### config.mk
export PLATFORM = sky130hd
export DESIGN_NAME = alu_seq_flat
export DESIGN_NICKNAME = d
export VERILOG_FILES = /design/src/rtl/alu_pkg.sv /design/src/rtl/alu_seq_if.sv /design/src/rtl/alu_mul_iter.sv /design/src/rtl/alu_seq.sv /design/src/flat_wrapper.sv
export SDC_FILE = /design/constraint.sdc
export NUM_CORES = 1
export LEC_CHECK = 0
export CORE_ASPECT_RATIO = 1.1
export CORE_MARGIN = 5
export CORE_UTILIZATION = 56
export DETAILED_ROUTE_END_ITERATION = 7
export PLACE_DENSITY = 0.8
export SYNTH_ARGS = -nofsm -noshare
export SYNTH_HDL_FRONTEND = slang
export SYNTH_SLANG_ARGS = --single-unit
### constraint.sdc
create_clock -name clk -period 2.83 [get_ports clk]
set_input_delay 0.4245 -clock clk [delete_from_list [all_inputs] [get_ports clk]]
set_output_delay 0.4245 -clock clk [all_outputs]
set_load 0.005 [all_outputs]
### src/rtl/alu_pkg.sv
// Shared definitions for the sequential ALU: op encodings and FSM state type.
package alu_pkg;

  localparam logic [1:0] OP_ADD = 2'b00;
  localparam logic [1:0] OP_SUB = 2'b01;
  localparam logic [1:0] OP_MUL = 2'b10;
  localparam logic [1:0] OP_XOR = 2'b11;

  typedef enum logic [1:0] {
    IDLE = 2'd0,
    MUL  = 2'd1,
    DONE = 2'd2
  } state_t;

endpackage

### src/rtl/alu_seq_if.sv
// Operand and result handshake bundle between the issuing controller and the ALU.
interface alu_seq_if #(
  parameter int unsigned WIDTH = 4
);

  logic               in_valid;
  logic               in_ready;
  logic [WIDTH-1:0]   a;
  logic [WIDTH-1:0]   b;
  logic [1:0]         sel;
  logic               out_valid;
  logic               out_ready;
  logic [2*WIDTH-1:0] z;
  logic               flag_zero;
  logic               flag_carry;

  modport master (
    output in_valid, a, b, sel, out_ready,
    input  in_ready, out_valid, z, flag_zero, flag_carry
  );

  modport slave (
    input  in_valid, a, b, sel, out_ready,
    output in_ready, out_valid, z, flag_zero, flag_carry
  );

endinterface

### src/rtl/alu_mul_iter.sv
// Shift-add multiplier core: one multiplier bit per cycle, WIDTH iterations after start.
module alu_mul_iter #(
  parameter int unsigned WIDTH = 4
) (
  input  logic               clk,
  input  logic               rst,
  input  logic               i_start,
  input  logic [WIDTH-1:0]   i_a,
  input  logic [WIDTH-1:0]   i_b,
  output logic               o_done,
  output logic [2*WIDTH-1:0] o_acc
);

  localparam int unsigned CntW = $clog2(WIDTH + 1);

  logic [2*WIDTH-1:0] r_mcand;
  logic [WIDTH-1:0]   r_mplier;
  logic [2*WIDTH-1:0] r_acc;
  logic [CntW-1:0]    r_count;
  logic               w_done;

  assign w_done = (r_count == CntW'(WIDTH));

  always_ff @(posedge clk) begin
    if (rst) begin
      r_mcand  <= '0;
      r_mplier <= '0;
      r_acc    <= '0;
      r_count  <= '0;
    end else if (i_start) begin
      r_mcand  <= {{WIDTH{1'b0}}, i_a};
      r_mplier <= i_b;
      r_acc    <= '0;
      r_count  <= '0;
    end else if (!w_done) begin
      // Multiplicand stays unshifted; the partial product is aligned by the count.
      if (r_mplier[0]) begin
        r_acc <= r_acc + (r_mcand << r_count);
      end
      r_mplier <= r_mplier >> 1;
      r_count  <= r_count + CntW'(1);
    end
  end

  assign o_done = w_done;
  assign o_acc  = r_acc;

endmodule

### src/rtl/alu_seq.sv
// Registered ALU with valid/ready in and out; add/sub/xor in one edge, iterative multiply.
module alu_seq
  import alu_pkg::*;
#(
  parameter int unsigned WIDTH = 4
) (
  input  logic     clk,
  input  logic     rst,
  alu_seq_if.slave bus
);

  state_t             r_state;
  state_t             w_state_next;
  logic [2*WIDTH-1:0] r_z;
  logic [2*WIDTH-1:0] w_z_next;
  logic               r_zero;
  logic               w_zero_next;
  logic               r_carry;
  logic               w_carry_next;

  logic [2*WIDTH-1:0] w_a_ext;
  logic [2*WIDTH-1:0] w_b_ext;
  logic [2*WIDTH-1:0] w_alu_z;
  logic               w_alu_carry;

  logic               w_mul_start;
  logic               w_mul_done;
  logic [2*WIDTH-1:0] w_mul_acc;

  assign w_a_ext = {{WIDTH{1'b0}}, bus.a};
  assign w_b_ext = {{WIDTH{1'b0}}, bus.b};

  always_comb begin
    w_alu_z     = '0;
    w_alu_carry = 1'b0;
    case (bus.sel)
      OP_ADD: begin
        w_alu_z     = w_a_ext + w_b_ext;
        w_alu_carry = w_alu_z[WIDTH];
      end
      OP_SUB: begin
        w_alu_z     = w_a_ext - w_b_ext;
        w_alu_carry = (bus.a < bus.b);
      end
      OP_XOR: begin
        w_alu_z     = w_a_ext ^ w_b_ext;
        w_alu_carry = 1'b0;
      end
      default: begin
        w_alu_z     = '0;
        w_alu_carry = 1'b0;
      end
    endcase
  end

  alu_mul_iter #(
    .WIDTH (WIDTH)
  ) u_mul (
    .clk     (clk),
    .rst     (rst),
    .i_start (w_mul_start),
    .i_a     (bus.a),
    .i_b     (bus.b),
    .o_done  (w_mul_done),
    .o_acc   (w_mul_acc)
  );

  always_ff @(posedge clk) begin
    if (rst) begin
      r_state <= IDLE;
      r_z     <= '0;
      r_zero  <= 1'b0;
      r_carry <= 1'b0;
    end else begin
      r_state <= w_state_next;
      r_z     <= w_z_next;
      r_zero  <= w_zero_next;
      r_carry <= w_carry_next;
    end
  end

  always_comb begin
    w_state_next = r_state;
    w_z_next     = r_z;
    w_zero_next  = r_zero;
    w_carry_next = r_carry;
    w_mul_start  = 1'b0;
    case (r_state)
      IDLE: begin
        if (bus.in_valid) begin
          if (bus.sel == OP_MUL) begin
            w_mul_start  = 1'b1;
            w_state_next = MUL;
          end else begin
            w_z_next     = w_alu_z;
            w_zero_next  = (w_alu_z == '0);
            w_carry_next = w_alu_carry;
            w_state_next = DONE;
          end
        end
      end
      MUL: begin
        // Result is loaded one edge after the last iteration, giving WIDTH+1 edges total.
        if (w_mul_done) begin
          w_z_next     = w_mul_acc;
          w_zero_next  = (w_mul_acc == '0);
          w_carry_next = 1'b0;
          w_state_next = DONE;
        end
      end
      DONE: begin
        if (bus.out_ready) begin
          w_state_next = IDLE;
        end
      end
      default: begin
        w_state_next = IDLE;
      end
    endcase
  end

  assign bus.in_ready   = (r_state == IDLE);
  assign bus.out_valid  = (r_state == DONE);
  assign bus.z          = r_z;
  assign bus.flag_zero  = r_zero;
  assign bus.flag_carry = r_carry;

endmodule
### src/flat_wrapper.sv
// flat-port wrapper written by rule: the top's interface ports become plain ports
module alu_seq_flat import alu_pkg::*;
#(
  parameter int unsigned WIDTH = 4
)
  (clk, rst, bus_in_valid, bus_a, bus_b, bus_sel, bus_out_ready, bus_in_ready, bus_out_valid, bus_z, bus_flag_zero, bus_flag_carry);
  alu_seq_if #(.WIDTH(WIDTH)) bus_i ();
  input  logic clk;
  input  logic rst;
  input wire logic [$bits(bus_i.in_valid)-1:0] bus_in_valid;
  input wire logic [$bits(bus_i.a)-1:0] bus_a;
  input wire logic [$bits(bus_i.b)-1:0] bus_b;
  input wire logic [$bits(bus_i.sel)-1:0] bus_sel;
  input wire logic [$bits(bus_i.out_ready)-1:0] bus_out_ready;
  output wire logic [$bits(bus_i.in_ready)-1:0] bus_in_ready;
  output wire logic [$bits(bus_i.out_valid)-1:0] bus_out_valid;
  output wire logic [$bits(bus_i.z)-1:0] bus_z;
  output wire logic [$bits(bus_i.flag_zero)-1:0] bus_flag_zero;
  output wire logic [$bits(bus_i.flag_carry)-1:0] bus_flag_carry;
  assign bus_i.in_valid = bus_in_valid;
  assign bus_i.a = bus_a;
  assign bus_i.b = bus_b;
  assign bus_i.sel = bus_sel;
  assign bus_i.out_ready = bus_out_ready;
  assign bus_in_ready = bus_i.in_ready;
  assign bus_out_valid = bus_i.out_valid;
  assign bus_z = bus_i.z;
  assign bus_flag_zero = bus_i.flag_zero;
  assign bus_flag_carry = bus_i.flag_carry;
  alu_seq #(.WIDTH(WIDTH)) u_core (.clk(clk), .rst(rst), .bus(bus_i));
endmodule
# --- Yosys cells after proc, flatten, opt, wreduce, memory -nomap -nowiden ---
# Cells that the tools add are included.
totals:
  ramBits: 0
  mem_bits_ro: 0
  out_inout_bits: 12
  word_cells: 60
  reg_bits: 31
  n_memories: 0
  inputBits: 14
  latch_bits: 0
classes:
  shift: 1
  n_mux: 24
  n_eq_ne: 11
  order_cmp: 1
  reduce_logical: 9
  div_mod_pow: 0
  n_bitwise: 2
  addsub: 4
  mul: 0
op_table:
  columns: ["operator", "count"]
  rows:
  - ["8-bit two-way mux", 3]
  - ["8-bit one-hot mux with 3 select lines", 1]
  - ["8-bit zero test", 2]
  - ["8-bit one-hot mux with 2 select lines", 1]
  - ["2-bit != test (second input constant)", 5]
  - ["1-bit two-way mux", 9]
  - ["8-bit adder", 1]
  - ["2-bit two-way mux", 4]
  - ["4-bit two-way mux", 2]
  - ["4-bit by 3-bit << shifter with 8-bit output", 1]
  - ["2-bit == test (second input constant)", 3]
  - ["1-bit one-hot mux with 2 select lines", 3]
  - ["2-bit one-hot mux with 3 select lines", 1]
  - ["4-bit by 4-bit adder with 5-bit output", 1]
  - ["4-bit by 4-bit subtractor with 5-bit output", 1]
  - ["2-bit by 1-bit == test with 1-bit output (second input constant)", 2]
  - ["2-bit zero test", 2]
  - ["4-bit less-than comparator", 1]
  - ["4-bit AND reduction", 1]
  - ["4-bit bitwise XOR", 1]
  - ["3-bit by 1-bit adder with 3-bit output (second input constant)", 1]
  - ["3-bit == test (second input constant)", 1]
  - ["3-bit AND reduction", 1]
  - ["2-bit AND reduction", 1]
  - ["other kinds (3)", 3]

# --- Depth between registers and ports, before layout ---
# Gate-level depths: netlist of the first run.
depth:
  depth_word: 6
  ltp_mapped: 12
  mapped_depth_nobuf: 11

# --- Modules after synthesis ---
# From an unflattened synthesis of the first run, not the netlist that was laid out.
hier_totals:
  cells_unflattened: 281
  area_unflattened_um2: 2207.1
modules_own_cells:
  columns: ["module", "seq_area_each_um2", "area_per_inst_um2", "cells_each", "n_inst"]
  rows:
  - ["alu_mul_iter", 380.4, 1181.1, 149, 1]
  - ["alu_seq", 240.2, 1026.0, 132, 1]

# --- Worst setup path after synthesis of the first run ---
# OpenSTA, ideal clock, no wires.
synth_path:
  kind: "flip-flop to flip-flop"
  from: "register u_core.u_mul.r_count[0]"
  to: "register u_core.u_mul.r_acc[6], in the netlist u_core.u_mul.o_acc[6]"
  path_buffers: 1
  arrival_time_ps: 2408
  path_stages_with_launch: 10
  required_ps: 2768
  slack_ps: 360
  synth_period_minus_slack_ps: 2470
  cell_sequence: "dfxtp_1 > buf_6 > mux4_2 > nor2b_1 > ha_1 > o21a_1 > o31a_1 > o21a_1 > or4_1 > nand3_1"
synth_via:
  elab_chain_cells: 3
  word_cells_on_any_way: 5
  classes_between: "add/sub: 1; eq/ne: 1; shift: 1; bitwise: 1; reduce/logical: 1"
synth_rtl:
  columns: ["element", "line_no", "source"]
  rows:
  - ["start, declared", "alu_mul_iter.sv:19", "logic [CntW-1:0] r_count;"]
  - ["start signal, assigned", "alu_mul_iter.sv:41", "r_count <= r_count + CntW'(1);"]
  - ["branches (longest 3 deep; another with 8-bit adder)", null, null]
  - ["end signal, assigned", "alu_mul_iter.sv:38", "r_acc <= r_acc + (r_mcand << r_count);"]
  - ["end, declared", "alu_mul_iter.sv:18", "logic [2*WIDTH-1:0] r_acc;"]
# Parallel ways; which one is timed is not known.
# A chain may end at the register's enable or synchronous reset.

# --- Final worst setup path of the first run ---
# Same ends and word-level chain as after synthesis.

==> results of run 1 <==
==> cell usage after synthesis, drive strengths merged (9+ instances only) <==
cell	n
a211oi	10
a21oi	22
buf	10
dfxtp	31
ha	18
inv	15
nand2	33
nand3	9
nor2	34
o21ai	12
==> worst max-delay path: stages (launching register included) <==
cell	delay, ns
dfxtp_1	0.48
mux4_2	0.57
nor2b_1	0.16
ha_1	0.34
o21a_1	0.19
o31a_1	0.11
o21a_1	0.19
or4_1	0.47
nand3_1	0.09
==> worst paths after layout <==
check / endpoint / cells after the start / slack (ns)
max: u_core.u_mul.o_acc[6]$_SDFFE_PP0P_ / 8 / 0.18
min: u_core.bus.z[4]$_SDFFE_PP0P_ / 2 / 0.45
max reg2reg: u_core.u_mul.o_acc[6]$_SDFFE_PP0P_ / 8 / 0.18
min reg2reg: u_core.bus.z[4]$_SDFFE_PP0P_ / 2 / 0.45
==> cell type report <==
cell class                 instances  area, sq um  share of cell area (%)
multi-input combinational        220         1530                    57.6
sequential                        31          621                    23.4
tap                               52         65.1                    2.46
inverter                          15         56.3                    2.12
timing repair buffer              31          295                    11.1
clock inverter                     1         5.00                   0.189
clock buffer                       6         82.6                    3.12
==> cell families after synthesis <==
family          share of synthesized area, %
buf+inv                                 6.09
xor+xnor                                1.54
mux                                     5.65
flops                                   27.2
compound gates                          22.3
simple gates                            24.7
fa+ha+maj                               12.5
==> power by group through the flow <==
stage / Combinational, mW / Sequential [mW] / Clock [mW]
final: 0.322 / 0.499 / 0.346
after global routing: 0.354 / 0.504 / 0.376
after CTS: 0.322 / 0.499 / 0.351
after detailed placement: 0.320 / 0.508 / 0
after global placement: 0.314 / 0.507 / 0
after floorplan: 0.225 / 0.498 / 0
==> layer usage <==
metal	track usage, %	share of wire, %
met2	33.3	48
met4	5.26	1.3
met3	4.44	5.5
met5	0	0
met1	23.9	45
==> flip-flops by register name, indices dropped and copies added (netlist names) <==
name                   cells
u_core.u_mul.r_mcand       4
u_core.u_mul.o_acc         8
u_core.bus.flag_carry      1
u_core.u_mul.r_count       3
u_core.r_state             2
u_core.u_mul.r_mplier      4
u_core.bus.z               8
u_core.bus.flag_zero       1
==> per-stage QoR <==
stage | cell area, sq um | setup WS (ns) | cells | total power [mW] | hold slack, ns
detailed placement | 2560 | 0.104 | 349 | 0.828 | 0.451
CTS | 2650 | 0.174 | 356 | 1.17 | 0.460
global placement | 2560 | 0.221 | 349 | 0.821 | 0.441
floorplan | 2280 | 0.360 | 280 | 0.722 | 0.448
global route | 2650 | 0.0135 | 356 | 1.23 | 0.486
finish | 2650 | 0.184 | 356 | 1.17 | 0.453
==> out/metrics.csv, run 1 <==
stage,metric,value,unit
timing,hold_violations,0,
clocking,cts_resized,0,
timing,finClkSkew,0.0111,ns
synthesis,synthTopCellsByArea,"dfxtp_1 (27%), ha_1 (9.9%), nor2_1 (5.6%), nand2_1 (4.8%), a21oi_1 (4.4%)",
cells_and_area,final_nets,339,
pwr,power.leakage,1.08,nW
cells_and_area,area_growth_syn_to_layout,16.2,%
setup_path,endpoint_kind,flop,
pwr,power_frac_comb,27.6,%
setup_path,critPathLaunch,u_core.u_mul.r_count[0]$_SDFFE_PP0N_,
setup_path,critical_path_class,reg -> reg,
synthesis,syn_nets,315,
global_routing,grt_pass1_vias,1963,
clocking,clkTransAtPathRegs,0.06,ns
synthesis,synth_edf_count,0,
pwr,p_switching,0.355,mW
timing,slew_headroom,68.0,%
routing,vias,2010,
clocking,clock_sinks,31,
global_routing,grt_pass1_wl,8.69,mm
pwr,p_seq_share,42.8,%
routing,wirelength,5.08,mm
floorplanning,core_area,3960,sq um
timing,max_freq,378,MHz
placed_design,place.gp.congestion,0.887,
clocking,root_buffer,clkbuf_8,
pwr,powerDensity,440,nW/um^2
synthesis,ys.flop_type,dfxtp_1,
floorplanning,rows,24,
synthesis,syn_inst,280,
floorplanning,fp.dieH,76.9,um
routing,antenna_left,0,
placed_design,port_buffers,25,
clocking,cts_tree,done,
global_routing,grt-ovfl-total,0,
clocking,cts_hold_buf,0,
timing,tightestPinTransition,0.475,ns
routing,drtIter0Drc,137,
cells_and_area,num_antenna_cells,0,
clocking,numCtsBuffers,5,
pwr,p_int,0.811,mW
run,max_cap_viol_count,0,
global_routing,grt_usage,19.3,%
setup_path,cp-start-kind,flop,
global_routing,grt_antenna_before_repair,0,
pwr,sw_frac_of_total,30.4,%
setup_path,worstPathMaxFanout,7,
synthesis,ys_warn_count,0,
outcome,status,"complete, no violations",
setup_path,cp_data_required_time,3.04,ns
clocking,post_cts_buffers,0,
timing,setup_viol,0,
synthesis,ys_seq_area_share,27.2,%
clocking,clk-insertion-delay-late,0.28,ns
synthesis,synth_area,2280,sq um
cells_and_area,fin_util,66.9,%
routing,dr.pass1.iters,4,
timing,setup_tns,0,ns
setup_path,crit_arrival,2.86,ns
floorplanning,io_pins,26,
synthesis,ys_seq_elements,31,
global_routing,grt_max_degree,19,
synthesis,async_reset_ff_share,0,%
routing,routed_via_density,5.65,
routing,drc,0,
worst_hold_path,hold_class,reg -> reg,
placed_design,hpwl,4.00,mm
clocking,ctsLongestPathBuffers,2,
cells_and_area,drive_gt1_share,10.9,%
worst_hold_path,worstHoldStart,u_core.bus.z[4]$_SDFFE_PP0P_,
routing,wl_per_cell,14.3,um
cells_and_area,final_common_cell,nor2_1,
synthesis,yosys.area.top_type,dfxtp_1,
cells_and_area,fillers,357,
synthesis,yosysUniqueCellTypes,59,
floorplanning,start_util,57.5,%
floorplanning,die_w,70.8,um
pwr,peakVddDrop,0.391,mV
timing,min_period,2.65,ns
clocking,ctsHtreeMaxLevel,2,
timing,rsz0062_at_grt,no,
floorplanning,dieArea,5450,sq um
timing,final-max-slew-violation-count,0,
cells_and_area,final_cell_mix,"nor2_1 (34), dfxtp_1 (31), nand2_1 (29)",
pwr,power.share.clock,29.6,%
synthesis,synth_top_area_share,27.2,%
synthesis,synth_area_per_cell,8.14,sq um
setup_path,rr_startpoint,u_core.u_mul.r_count[0]$_SDFFE_PP0N_,
timing,period_share,93.5,%
Power figures use the tool's default switching activity.
==> run 2: changes to the inputs <==
Settings changed: CAP_MARGIN set to 10, CORE_ASPECT_RATIO 1.1 to 1.25.
==> run 2 against run 1 <==
Sequential cell count unchanged. Cell count increased by 2.0%. Non-clock buffer count increased by 2. Global-route usage increased by 2.2 points. Via count increased by 0.75%. Register-to-register slack improved by 0.06 ns. Clock power increased by 33%. Sequential share of layout area decreased by 0.36 points. Final area increased by 1.7%. Die area increased by 0.12%. Highest routed layer unchanged.
==> out/metrics.csv, run 2 (synthesis results as in run 1) <==
stage,metric,value,unit
outcome,status,"complete, no violations",
pwr,p_switching,0.374,mW
pwr,p_int,0.905,mW
timing,setup_viol,0,
global_routing,grt_pass1_wl,8.83,mm
global_routing,grt_max_degree,19,
setup_path,path_common_cell,o21a_1,
timing,finClkSkew,0.00765,ns
clocking,numCtsBuffers,5,
run,max_cap_viol_count,0,
setup_path,rr_startpoint,u_core.u_mul.r_count[0]$_SDFFE_PP0N_,
timing,final-max-slew-violation-count,0,
pwr,power_frac_comb,25.0,%
floorplanning,core_area,4000,sq um
clocking,ctsLongestPathBuffers,2,
cells_and_area,final_common_cell,nor2_1,
routing,vias,2025,
timing,max_freq,387,MHz
pwr,powerDensity,474,nW/um^2
setup_path,worstPathMaxFanout,9,
global_routing,grt-ovfl-total,0,
floorplanning,fp.dieH,81.3,um
pwr,power.leakage,1.11,nW
cells_and_area,fillers,345,
pwr,power.share.clock,35.9,%
worst_hold_path,hold_depth,2,
setup_path,path_buf_inv,0,
routing,dr.pass1.iters,4,
timing,hold_violations,0,
timing,min_period,2.58,ns
setup_path,cp_data_required_time,3.06,ns
routing,antenna_left,0,
timing,tightestPinTransition,0.451,ns
worst_hold_path,hold_class,reg -> reg,
clocking,clk-insertion-delay-late,0.29,ns
pwr,sw_frac_of_total,29.2,%
setup_path,cpPeakStageDelay,0.54,ns
routing,drc,0,
setup_path,r2r_slack,0.25,ns
clocking,cts_resized,0,
timing,setup_tns,0,ns
timing,layout_setup_ws,0.247,ns
clocking,cts_tree,done,
setup_path,cp_cell_sequence,mux4_2 -> nor2b_1 -> ha_1 -> o21a_1 -> o31a_1 -> o21a_1 -> or4_1 -> nand3_1,
setup_path,r2r_end,u_core.u_mul.o_acc[6]$_SDFFE_PP0P_,
cells_and_area,fin_util,67.4,%
placed_design,placed_cell_area,2580,sq um
routing,wl_per_cell,14.6,um
cells_and_area,stdcell_area,2700,sq um
worst_hold_path,holdPathEnd,u_core.bus.z[1]$_SDFFE_PP0P_,
cells_and_area,drive_gt1_share,11.7,%
timing,rsz0062_at_grt,no,
cells_and_area,final_cell_mix,"nor2_1 (34), dfxtp_1 (30), nand2_1 (29)",
cells_and_area,num_antenna_cells,0,
placed_design,pre_cts_ws,0.119,ns
floorplanning,die_w,67.1,um
clocking,cts_hold_buf,0,
global_routing,grt_usage,21.5,%
floorplanning,dieArea,5450,sq um
clocking,root_buffer,clkbuf_8,
placed_design,port_buffers,25,
clocking,post_cts_buffers,0,
worst_hold_path,worstHoldStart,u_core.bus.z[1]$_SDFFE_PP0P_,
floorplanning,start_util,57.0,%
global_routing,grt_antenna_before_repair,0,
setup_path,cp_slowest_cell,mux4_2,
cells_and_area,area_growth_syn_to_layout,18.3,%
cells_and_area,final_nets,341,
setup_path,cp-start-kind,flop,
setup_path,cpLargestDelayFamily,simple AND/OR/NAND/NOR gates,
setup_path,critical_path_class,reg -> reg,
timing,slew_headroom,69.9,%
pwr,peakVddDrop,0.278,mV
global_routing,grt_pass1_vias,1928,
routing,routed_via_density,5.58,
timing,period_share,91.3,%
clocking,clkTransAtPathRegs,0.07,ns
placed_design,place.gp.congestion,0.910,
floorplanning,rows,26,
floorplanning,io_pins,26,
clocking,clock_sinks,31,
routing,wirelength,5.30,mm
setup_path,crit_arrival,2.81,ns
routing,drtIter0Drc,147,
timing,holdWs,0.457,ns
setup_path,endpoint_kind,flop,
pwr,p_seq_share,39.1,%
clocking,ctsHtreeMaxLevel,2,
setup_path,rr_worst_depth,8,
placed_design,hpwl,4.08,mm
run 2: cell types whose count changed in the layout (fill, tap and decap cells not counted), sizes merged:
cell / delta
buf: +2
bufinv: +1
run 2: tightest hold or removal path: stages (launching register included):
cell,delay [ns]
dfxtp_1,0.31
nand2_1,0.05
a21oi_1,0.05
run 2: through the flow:
step | power, mW | cells
after floorplan | 0.722 | 280
after global placement | 0.825 | 355
after detailed placement | 0.829 | 355
after CTS | 1.29 | 363
after global routing | 1.35 | 363
final | 1.28 | 363
run 2: cell type report:
class	count	area, sq um	area share [%]
multi-input combinational	220	1520	56.4
sequential	31	622	23.1
timing repair buffer	33	310	11.5
clock buffer	6	82.6	3.06
tap	56	70.1	2.60
inverter	15	56.3	2.09
clock inverter	2	35.0	1.30
run 2: power by group through the flow:
stage,sequential [mW],clock (mW),combinational [mW]
3_5_place_dp,0.510,0,0.319
2_1_floorplan,0.498,0,0.225
6_report,0.500,0.459,0.320
4_1_cts,0.500,0.468,0.321
3_3_place_gp,0.510,0,0.316
5_1_grt,0.506,0.484,0.355
run 2: worst max path at each step:
stage                                                    start                                  to  depth (start not counted)
final                     u_core.u_mul.r_count[0]$_SDFFE_PP0N_  u_core.u_mul.o_acc[6]$_SDFFE_PP0P_                          8
after global placement                                bus_b[0]   u_core.bus.flag_zero$_SDFFE_PP0P_                          8
after detailed placement                              bus_b[0]   u_core.bus.flag_zero$_SDFFE_PP0P_                          8
after global routing      u_core.u_mul.r_count[0]$_SDFFE_PP0N_  u_core.u_mul.o_acc[7]$_SDFFE_PP0P_                         10
after floorplan           u_core.u_mul.r_count[0]$_SDFFE_PP0N_  u_core.u_mul.o_acc[6]$_SDFFE_PP0P_                          9
after CTS                 u_core.u_mul.r_count[0]$_SDFFE_PP0N_  u_core.u_mul.o_acc[6]$_SDFFE_PP0P_                          8
run 2: routing by layer:
layer  GRT usage [%]  wire, um
met5               0         0
met4            9.74       119
met3            4.01       166
met2            37.2      2630
met1            25.4      2390
